===== src/rtl/encoder_level.sv =====
// Rotary encoder front end: synchronises and debounces quadrature inputs, decodes x1 detents
// and keeps a saturating level for the PWM stage. Define ENCODER_ACCEL_EN to enable step acceleration.
module encoder_level #(
    parameter int WIDTH           = 8,
    parameter int DEBOUNCE_CYCLES = 4,
    parameter int STEP            = 1,
    parameter int INIT            = 0,
    parameter int ACCEL_WINDOW    = 1024
) (
    input  logic             clk,
    input  logic             reset,
    input  logic             a,
    input  logic             b,
    output logic [WIDTH-1:0] level,
    output logic             changed
);

    localparam int CW = (DEBOUNCE_CYCLES < 1) ? 1 : $clog2(DEBOUNCE_CYCLES + 1);
    localparam int AW = WIDTH + 3;
    localparam logic [CW-1:0]    DB_LAST    = CW'(DEBOUNCE_CYCLES - 1);
    localparam logic [AW-1:0]    MAX_LEVEL  = {3'b000, {WIDTH{1'b1}}};
    localparam logic [AW-1:0]    STEP_BASE  = AW'(STEP);
    localparam logic [WIDTH-1:0] INIT_LEVEL = WIDTH'(INIT);

    logic [1:0] raw;
    logic [1:0] deb;
    logic [1:0] deb_prev_reg;

    assign raw = {b, a};

    // Channel 0 is A, channel 1 is B; each gets its own synchroniser and debouncer.
    generate
        for (genvar gi = 0; gi < 2; gi++) begin : g_chan
            logic          sync1_reg;
            logic          sync2_reg;
            logic          deb_reg;
            logic [CW-1:0] cnt_reg;

            always_ff @(posedge clk or posedge reset) begin
                if (reset) begin
                    sync1_reg <= 1'b0;
                    sync2_reg <= 1'b0;
                    deb_reg   <= 1'b0;
                    cnt_reg   <= '0;
                end else begin
                    sync1_reg <= raw[gi];
                    sync2_reg <= sync1_reg;
                    if (sync2_reg == deb_reg) begin
                        cnt_reg <= '0;
                    end else if (cnt_reg == DB_LAST) begin
                        deb_reg <= sync2_reg;
                        cnt_reg <= '0;
                    end else begin
                        cnt_reg <= cnt_reg + 1'b1;
                    end
                end
            end

            assign deb[gi] = deb_reg;
        end
    endgenerate

    always_ff @(posedge clk or posedge reset) begin
        if (reset) begin
            deb_prev_reg <= 2'b00;
        end else begin
            deb_prev_reg <= deb;
        end
    end

    logic a_rise;
    logic b_flip;
    logic step_valid;
    logic dir_up;

    // Simultaneous A and B flips are ambiguous, so they only update the reference.
    assign a_rise     = deb[0] & ~deb_prev_reg[0];
    assign b_flip     = deb[1] ^ deb_prev_reg[1];
    assign step_valid = a_rise & ~b_flip;
    assign dir_up     = ~deb[1];

    logic [AW-1:0] step_amt;

`ifdef ENCODER_ACCEL_EN
    localparam int SW = $clog2(ACCEL_WINDOW + 1);
    localparam logic [SW-1:0] WIN = SW'(ACCEL_WINDOW);

    logic [SW-1:0] since_step_reg;
    logic          dir_prev_reg;
    logic          fast;

    assign fast     = (since_step_reg < WIN) && (dir_up == dir_prev_reg);
    assign step_amt = fast ? (STEP_BASE << 2) : STEP_BASE;

    always_ff @(posedge clk or posedge reset) begin
        if (reset) begin
            since_step_reg <= WIN;
            dir_prev_reg   <= 1'b1;
        end else if (step_valid) begin
            since_step_reg <= '0;
            dir_prev_reg   <= dir_up;
        end else if (since_step_reg < WIN) begin
            since_step_reg <= since_step_reg + 1'b1;
        end
    end
`else
    assign step_amt = STEP_BASE;
`endif

    logic [WIDTH-1:0] level_reg;
    logic             changed_reg;
    logic [AW-1:0]    level_ext;
    logic [AW-1:0]    sum_ext;
    logic [AW-1:0]    next_ext;
    logic             level_moves;

    assign level_ext = {3'b000, level_reg};
    assign sum_ext   = level_ext + step_amt;

    always_comb begin
        next_ext = level_ext;
        if (dir_up) begin
            next_ext = (sum_ext > MAX_LEVEL) ? MAX_LEVEL : sum_ext;
        end else begin
            next_ext = (level_ext < step_amt) ? '0 : (level_ext - step_amt);
        end
    end

    assign level_moves = step_valid && (next_ext != level_ext);

    always_ff @(posedge clk or posedge reset) begin
        if (reset) begin
            level_reg   <= INIT_LEVEL;
            changed_reg <= 1'b0;
        end else begin
            changed_reg <= level_moves;
            if (level_moves) begin
                level_reg <= next_ext[WIDTH-1:0];
            end
        end
    end

    assign level   = level_reg;
    assign changed = changed_reg;

endmodule


===== config.mk =====
export PLATFORM = sky130hd
export DESIGN_NAME = encoder_level
export DESIGN_NICKNAME = d
export VERILOG_FILES = /design/src/rtl/encoder_level.sv
export SDC_FILE = /design/constraint.sdc
export NUM_CORES = 1
export LEC_CHECK = 0
export ABC_AREA = 1
export ABC_CLOCK_PERIOD_IN_PS = 2600
export CORE_MARGIN = 10
export CORE_UTILIZATION = 45
export DETAILED_ROUTE_END_ITERATION = 8
export PLACE_DENSITY_LB_ADDON = 0.15
export SYNTH_ARGS = -nofsm -noshare
export SYNTH_HDL_FRONTEND = slang
export SYNTH_SLANG_ARGS = --single-unit

===== constraint.sdc =====
create_clock -name clk -period 2.6 [get_ports clk]
set_clock_uncertainty 0.15 [all_clocks]
set_input_delay 0.39 -clock clk [delete_from_list [all_inputs] [get_ports clk]]
set_output_delay 0.39 -clock clk [all_outputs]
set_load 0.005 [all_outputs]

Yosys cells after proc, flatten, opt, wreduce, memory -nomap -nowiden. Cells that the tools add are included. Widths: inputs -> output; s select.

Add/sub/neg operators: 4. Order comparisons: 2. Equality and inequality tests: 5. Muxes and demuxes: 7. Bitwise gates (word level): 7. Reductions and logical operators: 3.

Operators with widths (number): $mux 11 (2); $mux 3 (4); $ne 11x8->1 (1); $add 8x1->9 const B (1); $gt 9x8->1 const B (1); $mux 9 (1); $sub 8x1->9 const B (1); $lt 8x1->1 const B (1); $add 3x1->3 const B (2); $eq 3x2->1 const B (2); $not 1->1 (4); $reduce_and 2->1 (2); $and 1x1->1 (2); $eq 1x1->1 (2); $logic_and 1x1->1 (1); $xor 1x1->1 (1).

Register bits after elaboration: 23. Bits of input ports: 4. Output and inout port bits: 9. Word-level logic and storage cells: 39.

Longest topological paths before layout.
Word-level depth: 6. Mapped depth: 15. Gate-level depth less buffers: 15.

Least setup slack after synthesis. Ideal clock, no wire load.

Kind: register to register. Start: reg level_reg[1] (netlist: level[1]). End: reg level_reg[1] (netlist: level[1]). Library setup time: 0.065 ns. Arrival time: 1.926 ns. Required time: 2.385 ns. Slack: 0.458 ns. Cell stages (with the launch flop): 15. Path buffers: 0. Clock period less this slack: 2.142 ns. Cell sequence: dfrtp_1 -> inv_1 -> ha_1 -> nand3_1 -> nor2_1 -> nand3_1 -> nor2_4 -> nand2_2 -> nand3_2 -> nand2_2 -> nand2_2 -> nand3_4 -> nand2_4 -> nand2_1 -> nand2_1.

Cells in the longest elaborated chain, start to end: 6. Elaborated cells on any way between the ends: 9. Classes of those cells: add/sub: 2; order compare: 2; eq/ne: 1; mux: 3; reduce/logical: 1.

RTL lines: start: declaration (RTL line 110) `logic [WIDTH-1:0] level_reg;`; start signal: assignment (RTL line 138) `level_reg <= next_ext[WIDTH-1:0];`; $add 8x1->9 (RTL line 118) `assign sum_ext = level_ext + step_amt;`; $gt 9x8->1 (RTL line 123) `next_ext = (sum_ext > MAX_LEVEL) ? MAX_LEVEL : sum_ext;`; $mux 9 (RTL line 123); $mux 11 (RTL line 122) `if (dir_up) begin`; $ne 11x8->1 (RTL line 129) `assign level_moves = step_valid && (next_ext != level_ext);`; $logic_and 1x1->1 (RTL line 129).

Parallel ways exist; a longest one is shown, timed or not. A chain may end at the register's enable or synchronous reset.

Final worst setup path.
Start: reg level_reg[0] (netlist: level[0]). End: reg level_reg[1] (netlist: level[1]).

The elaborated chain is that of the path after synthesis.

==> impl_results.md <==
- Most frequent cells in the layout: nand2_1, inv_1, dfrtp_1
- Clock power frac: 8.5%
- Part of the power in registers: 32.5%
- WL/cell: 12.6 um
- Die Area: 5810 um2
- Req. time, crit path: 2700 ps
- Area of the multi-input gates: 724 um2
- Final setup fails: 0
- Die H: 76.3 um
- Cell total after placement: 240
- Initial antenna violation count: 0
- Max Transition Viols Final: 0
- Final ANT Viol Nets: 0
- PwrDens: 1130 nW/um2
- Final setup TNS: 0 ps
- Starting Density: 46.6%
- GP Congestion: 0.912
- Placement Cell Area: 1610 um2
- CORE AREA: 3050 um2
- Unrepaired setup endpoints after global routing: no
- Hold Buf Count CTS: 0
- DRC Markers: 0
- Worst path arrival time: 2390 ps
- Fin nets: 210
- Adder-cell area share of the yosys netlist: 4.39%
- Tcrit/Tclk final: 88.2%
- Number of synthesized register bits: 23
- Worst rel slew slack: 44.8%
- Register area: 576 um2
- Post-Synth Simple-Gate Area: 36.2%
- Netlist cell types: 26
- Area delta synth->final: 14.8%
- Setup CP Type: reg2reg
- Final hold vios: 0
- Register area share after synthesis: 40.4%
- Mapped Area: 1420 um2
- Slew @ Worst Pin: 827 ps
- CTS tree: built
- Crit path time final: 2290 ps
- Hold path cells: 0
- Port bufs: 12
- Synth warnings: 0
- Final WL: 3.06 mm
- Starting DRC count in detailed routing: 72
- Tot GR Track Use: 10.7%
- VDD IR-drop max: 0.495 mV
- Critical path peak fanout: 8
- Multiplexer share of the synthesized area: 0.703%
- Main combinational cell family by area after synthesis: simple AND/OR/NAND/NOR gates
- Number of flip-flops in the largest register: 8
- Syn Inst Count: 184
- Layout Cells excl Fill: 244
- Commonest non-fill, non-tap cell in the layout: nand2_1
- Drt pass-1 iters: 4
- Register-to-Register Path Depth: 14
- Switching Share: 47.7%
- Die Width: 76.3 um
- Cell area after layout: 1630 um2
- Post-CTS sizing: 0
- Pint: 0.000965 W
- Vias in the first global route: 1197
- P_leak: 0.829 nW
- Clk_lat worst skew: 310 ps
- Critical Path End Type: flip-flop
- Sink Count: 23
- Std cell rows: 20
- Final HPWL DP: 2.38 mm
- Max Cap Violations: 0
- Overall power: 0.00185 W
- Mean Syn Cell Area: 7.74 um2
- Fmax: 0.436 GHz
- Worst hold path class: reg2reg
- Switching Power: 0.000881 W
- I/O pins: 13
- Worst-path clk slew: 120 ps
- Synth Area in Compound Gates: 5.89%
- Combinational Power Share: 59.0%
- DR vias: 1183
- Syn nets: 193
- Vias per cell: 4.85
- Num CTS Buffers: 3
- Setup repair bufs after CTS: 0
- CP Launch Type: flip-flop
- Fillcell total: 311
- Synth Area in XOR/XNOR: 3.69%
- Clock Tree Root: clkbuf_4
- Grt ovf: 0
- Largest net degree at the start of global routing: 24
- # H-tree levels: 1
- Share of layout cells above drive strength 1: 16.0%
- ANT cells: 0
- Global-route wire length before repair: 5.33 mm
- WHS: 221 ps
- Clock buffer depth: 2
- Outcome: finished clean
[per-layer routing]
metal / vias up / part of all wire (%) / wire length (um) / track usage, %
met5: - / 0 / 0 / 0
met2: 24 / 49 / 1490 / 19.3
met3: 7 / 2.9 / 89 / 1.30
li1: 608 / - / - / -
met4: 0 / 2.0 / 61 / 4.09
met1: 544 / 46 / 1420 / 12.4
[synth_stat cells]
| library cell | count | share of area, % |
|---|---|---|
| nand3_2 | 3 | 2.1 |
| ha_1 | 5 | 4.4 |
| a21oi_1 | 2 | 0.70 |
| buf_2 | 3 | 1.1 |
| buf_4 | 1 | 0.53 |
| and3_1 | 1 | 0.44 |
| nand2_1 | 45 | 12 |
| nand2_4 | 1 | 0.79 |
| dfrtp_1 | 23 | 40 |
| nand3_1 | 14 | 4.9 |
| nand4_1 | 3 | 1.3 |
| nor2_2 | 6 | 2.6 |
| mux2i_1 | 1 | 0.70 |
| inv_2 | 3 | 0.79 |
| xor2_1 | 4 | 2.5 |
| nand3_4 | 1 | 1.2 |
| o21ai_4 | 1 | 1.1 |
| o21ai_0 | 8 | 2.8 |
| nor2_4 | 2 | 1.6 |
| a31oi_1 | 1 | 0.44 |
| nor2_1 | 16 | 4.2 |
| nand2_2 | 6 | 2.6 |
| xnor2_1 | 2 | 1.2 |
| inv_1 | 24 | 6.3 |
| a21boi_2 | 1 | 0.79 |
| nor3_1 | 7 | 2.5 |
[power by group through the flow]
stage	clock network, W	logic, W	registers (W)
6_report	0.000157	0.00109	0.000599
5_1_grt	0.000174	0.00124	0.000617
4_1_cts	0.000165	0.00110	0.000596
3_5_place_dp	0	0.00109	0.000604
3_3_place_gp	0	0.00109	0.000600
2_1_floorplan	0	0.000798	0.000571
[per-stage QoR]
step           worst slack, ps  util, %
2_1_floorplan              458        -
3_3_place_gp               363     52.6
6_report                   307     53.5
5_1_grt                   62.8     53.5
3_5_place_dp               326     52.6
4_1_cts                    295     53.5
[cell type report]
| type | count | share of cell area, % |
|---|---|---|
| well taps | 44 | 3.37 |
| multi-input cells | 130 | 44.3 |
| inverters | 27 | 6.20 |
| clock buffers | 3 | 1.38 |
| repair buffers | 16 | 9.19 |
| flip-flops and latches | 23 | 35.2 |
| clock inverters | 1 | 0.306 |
[logic make-up (layout without fill, tap and decap cells)]
group | Yosys count | in the layout
simple gates | 105 | 105
fa+ha+maj | 5 | 5
mux | 1 | 1
buf+inv | 31 | 47
flops | 23 | 23
compound gates | 13 | 13
xor+xnor | 6 | 6
[final timing paths]
kind | start | end | slack [ps]
max | level[0] | level[1] | 310
min | g_chan[0].sync1_reg | g_chan[0].sync2_reg | 220
max reg2reg | level[0] | level[1] | 310
min reg2reg | g_chan[0].sync1_reg | g_chan[0].sync2_reg | 220
max in group asynchronous | reset | level[1] | 1410
min in group asynchronous | reset | g_chan[0].sync1_reg | 380
[worst max-delay path: stages (launching register included)]
cell	delay (ps)
dfrtp_1	490
inv_2	120
ha_1	380
nand3_1	100
nor2_1	110
nand3_1	120
nor2_4	130
nand2_2	60
nand3_2	80
nand2_2	60
nand2_2	70
nand3_4	110
nand2_4	130
nand2_1	60
nand2_1	60
(Power assumes the default switching activity.)
